==> src/rtl/seg_scan_decoder.sv <==
// Scan-bus receiver: rebuilds a 6-digit frame from a multiplexed 7-segment display bus.
// Optional hex letter decode is enabled by defining SEG_DECODE_HEX_EN.
module seg_scan_decoder #(
  parameter int STABLE_CYCLES  = 16,
  parameter int SEG_ACTIVE_LOW = 1,
  parameter int DIG_ACTIVE_LOW = 1
) (
  input  logic        clk,
  input  logic        rst,
  input  logic [6:0]  seg,
  input  logic [5:0]  dig,
  output logic [23:0] digits,
  output logic [5:0]  blank,
  output logic [5:0]  err,
  output logic        frame_done
);

  // state  | meaning
  // WAIT   | bus changing or no single digit selected
  // COUNT  | single digit selected, counting stable samples
  // LOCKED | dwell captured, waiting for the bus to move on
  typedef enum logic [1:0] {WAIT, COUNT, LOCKED} state_t;

  localparam int CW = $clog2(STABLE_CYCLES + 1);
  localparam logic [CW-1:0] CNT_MAX = CW'(STABLE_CYCLES);
  localparam logic [CW-1:0] CNT_CAP = CW'(STABLE_CYCLES - 1);

  state_t        state;
  logic [6:0]    s_seg, p_seg;
  logic [5:0]    s_dig, p_dig;
  logic [CW-1:0] cnt;
  logic [23:0]   sh_val;
  logic [5:0]    sh_blank, sh_err;
  logic [5:0]    mask;

  logic [6:0] lit;
  logic [5:0] sel;
  logic       changed, one_hot, capture;
  logic [5:0] dec;

  // Returns {err, blank, value[3:0]} for a lit pattern {g..a}.
  function automatic logic [5:0] decode(input logic [6:0] p);
    logic [5:0] r;
    r = 6'b10_0000;
    case (p)
      7'b0111111: r = 6'h00;
      7'b0000110: r = 6'h01;
      7'b1011011: r = 6'h02;
      7'b1001111: r = 6'h03;
      7'b1100110: r = 6'h04;
      7'b1101101: r = 6'h05;
      7'b1111101: r = 6'h06;
      7'b0000111: r = 6'h07;
      7'b1111111: r = 6'h08;
      7'b1101111: r = 6'h09;
`ifdef SEG_DECODE_HEX_EN
      7'b1110111: r = 6'h0A;
      7'b1111100: r = 6'h0B;
      7'b0111001: r = 6'h0C;
      7'b1011110: r = 6'h0D;
      7'b1111001: r = 6'h0E;
      7'b1110001: r = 6'h0F;
`else
`endif
      7'b0000000: r = 6'b01_0000;
      default:    r = 6'b10_0000;
    endcase
    return r;
  endfunction

  always_comb begin
    lit     = (SEG_ACTIVE_LOW != 0) ? ~s_seg : s_seg;
    sel     = (DIG_ACTIVE_LOW != 0) ? ~s_dig : s_dig;
    changed = ({s_seg, s_dig} != {p_seg, p_dig});
    one_hot = $onehot(sel);
    capture = (state == COUNT) && !changed && one_hot && (cnt == CNT_CAP);
    dec     = decode(lit);
  end

  always_ff @(posedge clk or posedge rst) begin
    if (rst) begin
      state      <= WAIT;
      s_seg      <= '0;
      s_dig      <= '0;
      p_seg      <= '0;
      p_dig      <= '0;
      cnt        <= '0;
      sh_val     <= '0;
      sh_blank   <= '0;
      sh_err     <= '0;
      mask       <= '0;
      digits     <= '0;
      blank      <= 6'h3F;
      err        <= '0;
      frame_done <= 1'b0;
    end else begin
      s_seg <= seg;
      s_dig <= dig;
      p_seg <= s_seg;
      p_dig <= s_dig;

      if (changed)             cnt <= '0;
      else if (cnt != CNT_MAX) cnt <= cnt + CW'(1);

      case (state)
        WAIT:    if (one_hot) state <= COUNT;
        COUNT: begin
          if (changed || !one_hot) state <= WAIT;
          else if (capture)        state <= LOCKED;
        end
        LOCKED:  if (changed) state <= WAIT;
        default: state <= WAIT;
      endcase

      if (capture) begin
        for (int i = 0; i < 6; i++) begin
          if (sel[i]) begin
            sh_val[4*i +: 4] <= dec[3:0];
            sh_blank[i]      <= dec[4];
            sh_err[i]        <= dec[5];
          end
        end
      end

      // Commit uses the pre-edge shadow; a same-edge capture lands in the next frame.
      if (mask == 6'h3F) begin
        digits     <= sh_val;
        blank      <= sh_blank;
        err        <= sh_err;
        frame_done <= 1'b1;
        mask       <= capture ? sel : 6'h00;
      end else begin
        frame_done <= 1'b0;
        if (capture) mask <= mask | sel;
      end
    end
  end

endmodule
==> config.mk <==
export PLATFORM = sky130hd
export DESIGN_NAME = seg_scan_decoder
export DESIGN_NICKNAME = d
export VERILOG_FILES = /design/src/rtl/seg_scan_decoder.sv
export SDC_FILE = /design/constraint.sdc
export NUM_CORES = 1
export LEC_CHECK = 0
export ABC_AREA = 1
export CAP_MARGIN = 20
export CORE_MARGIN = 3
export CORE_UTILIZATION = 45
export CTS_BUF_LIST = sky130_fd_sc_hd__clkbuf_2
export DETAILED_ROUTE_END_ITERATION = 10
export PLACE_DENSITY = 0.65
export SYNTH_ARGS = -nofsm -noshare
export SYNTH_HDL_FRONTEND = slang
export SYNTH_SLANG_ARGS = --single-unit
==> constraint.sdc <==
create_clock -name clk -period 4.1 [get_ports clk]
set_input_delay 0.41 -clock clk [delete_from_list [all_inputs] [get_ports clk]]
set_output_delay 0.41 -clock clk [all_outputs]
set_load 0.1 [all_outputs]
==> out/metrics.cfg <==
[place]
io_buffers = 51
place_congestion = 0.8249
hpwl_mm = 6.023
place_ws_ns = 0.6686

[yosys]
synth.area.top_cells = dfrtp_1, nand2_1, nand3_1
ys_types = 30
ys.warnings.count = 0
synth.most_common_cell = nand2_1
ys.flop_type = dfrtp_1
synthTopCellsByCount = nand2_1, dfrtp_1, nand3_1, inv_1, nor2_1
ys_ff_latch = 112
async_flop_share_pct = 100.0
synth_top_area_share_pct = 57.30
syn_nets = 541
syn-mean-instance-area_sq_um = 8.920
yosysSeqAreaShare_pct = 60.70
synth-edff-count = 0
synth_largest_area_cell = dfrtp_1
syn_inst = 519
syn_area_sq_um = 4629

[detailed_routing]
wl_mm = 8.679
viasPerCell = 4.706
drtPass1Iterations = 4
drt_iter0_markers = 165
wl_per_cell_um = 12.22
drc = 0
vias = 3341
ant_nets = 0

[clocking]
postCtsSetupBuffers = 0
cts_buffers = 9
clk_pin_slew_ns = 0.30
cts-resized-gates = 0
postCtsHoldBufs = 0
cts_buffer_depth = 2
cts_tree = built
h-tree-depth = 3
cts.sinks = 112
insertion_delay_ns = 0.58
clockRootBuffer = clkbuf_2

[global_route]
grt_pass1_vias = 3228
grt_use_met2_pct = 26.68
grt_max_degree = 113
grt_remaining_overflow = 0
antenna_found_initial = 0
grt_usage_pct = 16.44
use_met1_pct = 22.50
met3_usage_pct = 3.359
grt_pass1_wl_mm = 15.17
busiest_layer = met2

[finish]
layout-drive-gt1-share_pct = 7.106
seqCellArea_sq_um = 2810
multiInputGateArea_sq_um = 1568
diodes = 0
layout.nets = 594
syn2layout_area_growth_pct = 16.89
nFillCells = 907

[floorplanning]
fp.dieW_um = 107.4
dieArea_sq_um = 11540
start_util_pct = 46.72
fp.coreArea_sq_um = 9910
die_height_um = 107.4
rows = 36
pin_count = 52

[sta]
holdWs_ns = 0.2252
slew_headroom_pct = 35.01
tightest_slew_ns = 0.9718
setup_tns_ns = 0
setup_viol = 0
fin_ws_ns = 0.6552
period_minus_slack_ns = 3.445
hold_viol_final = 0
final-max-slew-violation-count = 0
max_freq_ghz = 0.2903
clock_skew_ns = 0.03449
rsz0062_at_grt = false
finalCritPeriodShare_pct = 84.02

[setup_path]
critical_path_arrival_ns = 3.93
path_cells = fa_1, inv_1, fa_1, ha_1, fa_1, nand3b_1, nor2_1, nand2_1, nor3_4, buf_4, nand2_4, nand2_1, nand2_1
slowest_delay_ns = 0.55
critPathTopFamily = adder cells
crit_fanout = 25
critPathSlowestCell = fa_1
startpoint_type = flip-flop
critPathCaptureType = flip-flop
crit_buf_inv = 2
cp.required_ns = 4.59
critPathKind = flip-flop to flip-flop

[power]
power_frac_comb_pct = 5.8
swShare_pct = 25.60
p_per_area_nw_per_um2 = 324.8
p_sw_uw = 450.0
power_frac_clock_pct = 29.4
fin_total_pwr_uw = 1758
ir_worst_vdd_mv = 0.1683
seqPwrFrac_pct = 64.8
p_leak_uw = 0.002900
p_int_uw = 1308

[job]
drv_cap = 0

[status]
status = finished, final reports clean

[worst_hold_path]
worstHoldPathType = primary input to flip-flop

registers in the layout, indices dropped and copies added (netlist names):
name,count
digits,24
sh_val,24
p_seg,7
s_seg,7
blank,6
err,6
mask,6
p_dig,6
s_dig,6
sh_blank,6
sh_err,6
cnt,5
state,2
frame_done,1
logic make-up after synthesis:
kind of cell	Yosys count	share of synthesized area [%]
AOI/OAI and AO/OA	11	1.487
xor gates and xnor gates	3	0.5677
adders and majority gates	7	2.378
buffers and inverters	57	5.432
DFF	112	60.70
and+or+nand+nor	329	29.43
through the flow:
step / instances / instance area [sq um] / util [%]
global route: 710 / 5411 / 54.61
finish: 710 / 5411 / 54.61
global placement: 693 / 5261 / 53.09
floorplan: 519 / 4629 / -
CTS: 710 / 5411 / 54.61
detailed placement: 694 / 5289 / 53.37
final cells by class:
type	instances	area share [%]
well taps	133	3.075
clock buffers	9	0.8324
flip-flops and latches	112	51.93
repair buffers	56	10.73
multi-input cells	350	28.97
clock inverters	7	1.434
inverters	43	3.029
worst reg2reg max path: stages, from the launching register on:
cell	delay, ns
dfrtp_1	0.51
fa_1	0.55
inv_1	0.05
fa_1	0.44
ha_1	0.20
fa_1	0.41
nand3b_1	0.18
nor2_1	0.13
nand2_1	0.12
nor3_4	0.18
buf_4	0.31
nand2_4	0.13
nand2_1	0.08
nand2_1	0.04
power groups by stage:
| stage | registers, uW | logic, uW | clock network [uW] |
|---|---|---|---|
| 2_1_floorplan | 1150 | 70.0 | 0 |
| 3_3_place_gp | 1160 | 101 | 0 |
| 3_5_place_dp | 1160 | 105 | 0 |
| 4_1_cts | 1140 | 105 | 538 |
| 5_1_grt | 1140 | 119 | 583 |
| 6_report | 1140 | 102 | 517 |
placed cells by master (no fill, tap or decap), types with 2 or more instances in the layout:
cell / count
clkbuf_2: 9
nand3_1: 48
clkdlybuf4s50_1: 51
nand2_1: 242
dfstp_2: 6
inv_1: 35
nor2_1: 22
nand3b_1: 2
nor3_1: 6
ha_1: 4
buf_4: 3
xnor2_1: 2
fa_1: 3
o21ai_0: 2
a21oi_1: 4
clkinvlp_4: 2
dfrtp_1: 106
inv_2: 7
nand2_4: 4
routing by layer:
metal / wire, um / up-vias
met5: 0 / -
met4: 136 / 0
met3: 366 / 10
met2: 3972 / 63
met1: 4204 / 1557
li1: - / 1711
path summary, 6_finish.rpt:
check / to / cells past startpoint / start / slack (ns)
worst max-delay path: sh_blank[2]$_DFFE_PP0P_ / 13 / s_dig[0]$_DFF_PP0_ / 0.66
worst min-delay path: s_dig[5]$_DFF_PP0_ / 1 / dig[5] / 0.23
worst max register to register: sh_blank[2]$_DFFE_PP0P_ / 13 / s_dig[0]$_DFF_PP0_ / 0.66
worst min register to register: p_dig[4]$_DFF_PP0_ / 0 / s_dig[4]$_DFF_PP0_ / 0.46
max in group asynchronous: blank[3]$_DFFE_PP1P_ / 3 / rst / 3.42
min in group asynchronous: sh_err[5]$_DFFE_PP0P_ / 3 / rst / 0.28
Note: power is estimated with default switching activity, not from simulation.
